### src/rtl/rng_sequence_presenter.sv
// Memory-game transmit side: on Start, captures SEQ_LEN pseudo-random hex digits
// from an LFSR and presents each one for a timed show window, then a blank gap.
// The captured round is left on SeqOut for the player-entry/compare logic.
module rng_sequence_presenter #(
    parameter int unsigned SEQ_LEN     = 4,
    parameter int unsigned SHOW_CYCLES = 8,
    parameter int unsigned GAP_CYCLES  = 2,
    parameter logic [7:0]  SEED        = 8'hA5
) (
    input  logic                 Clk,
    input  logic                 Rst,
    input  logic                 Start,
    input  logic                 AcsRNG,
    output logic [3:0]           RNGDigit,
    output logic                 DigitValid,
    output logic [2:0]           DigitIdx,
    output logic [6:0]           SegoutRNG,
    output logic [4*SEQ_LEN-1:0] SeqOut,
    output logic                 Busy,
    output logic                 Done,
    output logic [3:0]           RoundNum
);

    localparam int unsigned MAX_CYCLES = (SHOW_CYCLES > GAP_CYCLES) ? SHOW_CYCLES : GAP_CYCLES;
    localparam int unsigned TIMER_W    = $clog2(MAX_CYCLES + 1);

    localparam logic [TIMER_W-1:0] SHOW_LAST = TIMER_W'(SHOW_CYCLES - 1);
    localparam logic [TIMER_W-1:0] GAP_LAST  = TIMER_W'(GAP_CYCLES - 1);
    localparam logic [2:0]         LAST_IDX  = 3'(SEQ_LEN - 1);
    // An all-zero seed would lock the LFSR up, so it is nudged to 1.
    localparam logic [7:0]         SEED_EFF  = (SEED == 8'h00) ? 8'h01 : SEED;

    localparam logic [1:0] IDLE = 2'd0;
    localparam logic [1:0] SHOW = 2'd1;
    localparam logic [1:0] GAP  = 2'd2;
    localparam logic [1:0] DONE = 2'd3;

    logic [1:0]           stateQ, stateD;
    logic [TIMER_W-1:0]   timerQ, timerD;
    logic [2:0]           idxQ, idxD;
    logic [7:0]           lfsrQ, lfsrNext;
    logic [3:0]           digitQ, digitD;
    logic [4*SEQ_LEN-1:0] seqQ, seqD;
    logic [3:0]           roundQ, roundD;
    logic                 capture;

    assign lfsrNext = {lfsrQ[6:0], lfsrQ[7] ^ lfsrQ[5] ^ lfsrQ[4] ^ lfsrQ[3]};

    // Sequencer: next state, timer, digit index, captured digits and round count.
    always_comb begin
        stateD  = stateQ;
        timerD  = timerQ;
        idxD    = idxQ;
        digitD  = digitQ;
        roundD  = roundQ;
        seqD    = seqQ;
        capture = 1'b0;

        case (stateQ)
            IDLE: begin
                if (Start) begin
                    seqD    = '0;
                    idxD    = 3'd0;
                    timerD  = '0;
                    capture = 1'b1;
                    stateD  = SHOW;
                end
            end
            SHOW: begin
                // AcsRNG freezes the whole presentation, not just the timer.
                if (!AcsRNG) begin
                    if (timerQ == SHOW_LAST) begin
                        timerD = '0;
                        digitD = 4'd0;
                        stateD = GAP;
                    end else begin
                        timerD = timerQ + 1'b1;
                    end
                end
            end
            GAP: begin
                if (!AcsRNG) begin
                    if (timerQ == GAP_LAST) begin
                        timerD = '0;
                        if (idxQ == LAST_IDX) begin
                            roundD = roundQ + 4'd1;
                            stateD = DONE;
                        end else begin
                            idxD    = idxQ + 3'd1;
                            capture = 1'b1;
                            stateD  = SHOW;
                        end
                    end else begin
                        timerD = timerQ + 1'b1;
                    end
                end
            end
            DONE: begin
                stateD = IDLE;
            end
            default: begin
                stateD = IDLE;
            end
        endcase

        if (capture) begin
            digitD = lfsrQ[3:0];
            for (int unsigned i = 0; i < SEQ_LEN; i++) begin
                if (idxD == 3'(i)) begin
                    seqD[4*i +: 4] = lfsrQ[3:0];
                end
            end
        end
    end

    // State registers; the LFSR only steps when a digit is captured.
    always_ff @(posedge Clk or posedge Rst) begin
        if (Rst) begin
            stateQ <= IDLE;
            timerQ <= '0;
            idxQ   <= 3'd0;
            lfsrQ  <= SEED_EFF;
            digitQ <= 4'd0;
            seqQ   <= '0;
            roundQ <= 4'd0;
        end else begin
            stateQ <= stateD;
            timerQ <= timerD;
            idxQ   <= idxD;
            digitQ <= digitD;
            seqQ   <= seqD;
            roundQ <= roundD;
            if (capture) begin
                lfsrQ <= lfsrNext;
            end
        end
    end

    // Status outputs decoded straight from state so reset clears them at once.
    always_comb begin
        DigitValid = (stateQ == SHOW);
        Busy       = (stateQ == SHOW) || (stateQ == GAP);
        Done       = (stateQ == DONE);
        RNGDigit   = digitQ;
        DigitIdx   = idxQ;
        SeqOut     = seqQ;
        RoundNum   = roundQ;
    end

    // Active-low gfedcba hex decode; blank whenever nothing is on display.
    always_comb begin
        SegoutRNG = 7'h7F;
        if (stateQ == SHOW) begin
            case (digitQ)
                4'h0: SegoutRNG = 7'h40;
                4'h1: SegoutRNG = 7'h79;
                4'h2: SegoutRNG = 7'h24;
                4'h3: SegoutRNG = 7'h30;
                4'h4: SegoutRNG = 7'h19;
                4'h5: SegoutRNG = 7'h12;
                4'h6: SegoutRNG = 7'h02;
                4'h7: SegoutRNG = 7'h78;
                4'h8: SegoutRNG = 7'h00;
                4'h9: SegoutRNG = 7'h10;
                4'hA: SegoutRNG = 7'h08;
                4'hB: SegoutRNG = 7'h03;
                4'hC: SegoutRNG = 7'h46;
                4'hD: SegoutRNG = 7'h21;
                4'hE: SegoutRNG = 7'h06;
                4'hF: SegoutRNG = 7'h0E;
                default: SegoutRNG = 7'h7F;
            endcase
        end
    end

endmodule

### config.mk
export PLATFORM = sky130hd
export DESIGN_NAME = rng_sequence_presenter
export DESIGN_NICKNAME = d
export VERILOG_FILES = /design/src/rtl/rng_sequence_presenter.sv
export SDC_FILE = /design/constraint.sdc
export NUM_CORES = 1
export LEC_CHECK = 0
export ABC_AREA = 1
export CAP_MARGIN = 10
export CORE_ASPECT_RATIO = 1.2
export CORE_UTILIZATION = 50
export DETAILED_ROUTE_END_ITERATION = 12
export GPL_TIMING_DRIVEN = 0
export PLACE_DENSITY = 0.76
export SYNTH_ARGS = -nofsm -noshare
export SYNTH_HDL_FRONTEND = slang
export SYNTH_SLANG_ARGS = --single-unit
### constraint.sdc
create_clock -name Clk -period 5.07 [get_ports Clk]
set_clock_uncertainty 0.05 [all_clocks]
set_input_delay 1.521 -clock Clk [delete_from_list [all_inputs] [get_ports Clk]]
set_output_delay 1.521 -clock Clk [all_outputs]
set_load 0.03 [all_outputs]
### Word-level counts from Yosys, hierarchy flattened

Memories as Yosys holds them, arrays and structs flattened.
Index checks and enable logic that the tools add are counted.

| operators by class | value |
|---|---|
| add/sub/neg operators | 3 |
| equal/unequal tests | 15 |
| muxes and demuxes | 35 |
| bitwise operators | 4 |
| reduce and logical (&&, ||, !) cells | 10 |

Operators with widths:

| cell | number |
|---|---|
| 4-bit 2-to-1 mux | 13 |
| 16-bit 2-to-1 mux | 3 |
| 2-bit 2-to-1 mux | 6 |
| 3-bit 2-to-1 mux | 4 |
| 4-bit case mux with 3 select lines | 1 |
| 3-bit by 2-bit == test with 1-bit output, second input constant | 3 |
| 4-bit by 1-bit adder with 4-bit output, second input constant | 2 |
| 2-bit inequality test, second input constant | 4 |
| 2-bit case mux with 4 select lines | 1 |
| 4-bit AND reduction | 2 |
| 7-bit 2-to-1 mux | 1 |
| 3-bit case mux with 2 select lines | 1 |
| 5-bit AND reduction | 1 |
| 2-bit == test, second input constant | 2 |
| 4-bit by 1-bit == test with 1-bit output, second input constant | 1 |
| 4-bit by 3-bit == test with 1-bit output, second input constant | 1 |
| 1-bit 2-to-1 mux | 4 |
| 2-bit by 1-bit inequality test with 1-bit output, second input constant | 2 |
| 2-bit nonzero test | 2 |
| 3-bit by 1-bit adder with 3-bit output, second input constant | 1 |
| 3-bit by 1-bit == test with 1-bit output, second input constant | 1 |
| 3-bit zero test | 1 |
| 3-bit AND reduction | 1 |
| 3-bit nonzero test | 1 |
| other kinds (6) | 8 |

| word-level totals | value |
|---|---|
| register bits | 41 |
| memory bits (read-only) | 112 |
| input port bits | 4 |
| word-level logic and storage cells | 75 |
| memories kept | 1 |

Memory list:

| name | words | bits a word | read ports | clocked after Yosys merged registers in | write ports | RTL line | RTL |
|---|---|---|---|---|---|---|---|
| (name not given) | 16 | 7 | 1 | 0 | 0 | 154 | `case (digitQ)` |

### Longest topological paths before layout

| depth | value |
|---|---|
| word-level depth | 8 |
| mapped depth | 12 |

### Worst setup path before layout

Ideal clock, no wire load.

| path | value |
|---|---|
| path type | reg-to-output |
| from | register digitQ[0], in the netlist RNGDigit[0] |
| to | output port SegoutRNG[2] |
| data arrival time | 2.057 ns |
| path slack | 1.442 ns |
| cell stages (with the launch flop) | 5 |
| buffers on the path | 0 |
| cells stage by stage | dfrtp_1 -> inv_1 -> ha_1 -> inv_1 -> o311ai_0 |

| between the ends | value |
|---|---|
| cells in the longest elaborated chain, start to end | 2 |

RTL lines:

| item | RTL line | RTL |
|---|---|---|
| from (decl) | 42 | `logic [3:0] digitQ, digitD;` |
| from (signal assigned) | 130 | `digitQ <= digitD;` |
| memory read 16 x 7 bit | n/a |  |
| 7-bit 2-to-1 mux | 153 | `if (stateQ == SHOW) begin` |
| to (decl) | 17 | `output logic [6:0] SegoutRNG,` |

No other way between the ends.

### Final worst setup path

| path | value |
|---|---|
| from | register digitQ[3], in the netlist RNGDigit[3] |
| to | output port SegoutRNG[0] |

The elaborated chain is that of the path after synthesis.

==> flow_summary.yaml <==
status:
  status: "completed"
critical_path:
  cpMaxStageDelayCell: "clkdlybuf4s50_1"
  path_cells: "clkbuf_1 > inv_1 > nor3_1 > a31oi_1 > o2111ai_1 > clkdlybuf4s50_1"
  worst_path_largest_cell_delay_ns: 0.69
  rr_startpoint: "stateQ[0]"
  rr_endpoint: "RoundNum[1]"
  start_kind: "flip-flop"
  critical_path.top_delay_family: "buffers and inverters"
  critPathBufInv: 3
  critical_path_depth: 6
  crit_end: "SegoutRNG[0]"
  critPathKind: "reg2out"
  cp_data_arrival_time_ns: 2.23
  rrSetupSlack_ns: 3.04
  startpoint: "RNGDigit[3]"
  crit_path_max_fanout: 9
  crit_required_ns: 3.50
  rr_worst_depth: 6
  crit_path_end_kind: "primary output"
clock_tree:
  clock_path_buffers: 2
  cts_buffers: 5
  clk_latency_ns: 0.30
  clkTransAtPathRegs_ns: 0.08
  cts_tree: "built"
  cts_setup_buffers: 0
  cts_sinks: 41
  cts_max_level: 2
  hold_buffers: 0
  post_cts_resized: 0
  cts_root_buffer: "clkbuf_8"
logic_synthesis:
  syn_area_um2: 2450
  synthDominantCellAreaShare_pct: 37.8
  synthMuxAreaShare_pct: 0.868
  ys_warn_count: 0
  ys_seq_area_share_pct: 42.1
  synth_compound_area_share_pct: 8.32
  synth_xor_area_share_pct: 2.50
  synthSimpleGateAreaFrac_pct: 29.4
  ys_types: 37
  ys_top_cells_by_area: "dfrtp_1 (38%), nand2_1 (13%), ha_1 (8.2%)"
  synth_top_family_by_area: "simple AND/OR/NAND/NOR gates"
  synthAdderAreaFrac_pct: 8.17
  synthesis.nets: 318
  syn_inst: 298
  syn_area_per_cell_um2: 8.23
  ys_ff_latch: 41
  synth_largest_area_cell: "dfrtp_1"
sta:
  fin_crit_sh_pct: 74.9
  rsz0062_at_grt: "false"
  fmax_ghz: 0.263
  setup_tns_ns: 0
  slew_headroom_pct: 43.8
  fin_hold_ws_ns: 0.427
  worst_pin_slew_ns: 0.842
  maxSlewViolCount: 0
  setup_viol: 0
  fin_crit_ns: 3.80
  hold_violations: 0
global_route:
  grt_use_total_pct: 21.7
  grt_overflow_total: 0
  grt_pass1_wl_um: 8600
  antenna_found_initial: 0
  grt_pass1_vias: 1913
  grt_max_degree: 42
cells_and_area:
  num_antenna_cells: 0
  multi_input_area_um2: 1210
  layout.cells.non_filler: 404
  drive_gt1_share_pct: 11.8
  areaGrowthSynthToFinish_pct: 24.8
  final_cell_mix: "nand2_1 (86), clkdlybuf4s50_1 (40), dfrtp_1 (37)"
  final_common_cell: "nand2_1"
  n_fill_cell: 429
  layout.nets: 365
  regArea_um2: 1030
power_and_ir_drop:
  p_leak_nw: 1.44
  switching_power_w: 0.000533
  power.density_nw_per_um2: 424
  intPower_w: 0.000762
  swShare_pct: 41.2
  peakVddDrop_v: 0.000241
  seq_power_share_pct: 29.0
  combPwrFrac_pct: 46.6
  clkPwrFrac_pct: 24.3
floorplanning:
  ioPinCount: 41
  dieArea_um2: 5190
  floorplan.initialDensity_pct: 52.6
  row_count: 27
  fp.dieH_um: 78.7
  die_w_um: 65.9
  core_um2: 4660
detailed_routing:
  drtIter0Drc: 135
  via_per_inst: 4.98
  drcViolationCount: 0
  first_pass_iters: 4
  vias: 2013
  routedWlPerCell_um: 12.2
  routed_wl_um: 4910
  ant_nets: 0
placement:
  gp_congestion: 0.834
  dp_hpwl_um: 3510
  portBuffers: 40
  dp.cells: 396
worst_hold_path:
  holdPathStages: 2
  hold_class: "reg2reg"
run:
  drv_cap: 0
-- worst reg2reg max path, stage by stage (launching register included) --
cell	delay [ns]
dfrtp_1	0.44
inv_1	0.19
ha_1	0.17
buf_4	0.18
inv_2	0.06
nor4_2	0.46
mux2_2	0.39
-- cells by family (layout without fill, tap and decap cells) --
kind of cell,Yosys count,in the layout
AND/OR/NAND/NOR,152,152
buffers and inverters,49,97
flip-flops,41,41
AO/OA/AOI/OAI,31,31
adder cells (fa/ha/maj),16,16
XOR/XNOR,7,7
multiplexers,2,2
-- routing by layer --
layer  share of wire [%]  routed length (µm)  up-vias  global-route usage [%]
met2                  48                2380       34                    36.4
li1                    -                   -     1039                       -
met5                   0                   0        -                       0
met1                  47                2320      935                    27.6
met4                 1.2                  61        0                    6.09
met3                 3.0                 147        5                    4.74
-- final cells by class --
class	instances	area share (%)
Multi-Input combinational cell	208	39.4
Sequential cell	41	33.7
Timing Repair Buffer	40	13.1
Inverter	40	4.91
Tap cell	58	2.37
Clock buffer	5	2.25
Clock inverter	3	2.13
Buffer	9	2.09
-- flip-flops by register name, indices dropped and copies added, names as in the netlist --
signal,cells
RoundNum,4
lfsrQ,8
stateQ,2
DigitIdx,3
timerQ,4
RNGDigit,4
SeqOut,16
-- synthesized netlist by cell type (all sizes together) --
cell type / number
o21ai: 15
o21a: 1
a21oi: 7
nand2: 92
o311ai: 1
clkbuf: 4
nor3: 3
or2: 1
o211ai: 1
xor2: 2
buf: 5
o2111ai: 2
nor4: 2
dfrtp: 37
a31oi: 2
xnor2: 5
mux2: 1
nor2: 24
nand4: 10
dfstp: 4
o22ai: 1
mux2i: 1
nand3: 20
a21boi: 1
ha: 16
inv: 40
-- how the worst min path moves through the flow --
stage	from	to	slack (ns)
3_5_place_dp	lfsrQ[6]	lfsrQ[6]	0.41
2_1_floorplan	lfsrQ[6]	lfsrQ[6]	0.39
3_3_place_gp	lfsrQ[6]	lfsrQ[6]	0.40
6_report	lfsrQ[7]	lfsrQ[7]	0.43
5_1_grt	lfsrQ[7]	lfsrQ[7]	0.45
4_1_cts	lfsrQ[7]	lfsrQ[7]	0.43
-- power groups by stage --
stage                     Combinational (W)  Sequential [W]  Clock, W
after floorplan                    0.000427        0.000389         0
after global placement             0.000595        0.000382         0
after detailed placement           0.000603        0.000382         0
after CTS                          0.000609        0.000376  0.000319
after global routing               0.000660        0.000381  0.000328
final                              0.000604        0.000376  0.000315
-- stage by stage --
step | power (W) | area (µm²) | utilization (%) | setup slack (ns)
3_3_place_gp | 0.000977 | 2920 | 62.7 | 1.61
3_5_place_dp | 0.000985 | 2920 | 62.7 | 1.58
2_1_floorplan | 0.000816 | 2450 | - | 1.44
5_1_grt | 0.00137 | 3060 | 65.6 | 1.10
4_1_cts | 0.00130 | 3060 | 65.6 | 1.26
6_report | 0.00130 | 3060 | 65.6 | 1.27
Note: power is estimated with default switching activity, not from simulation.
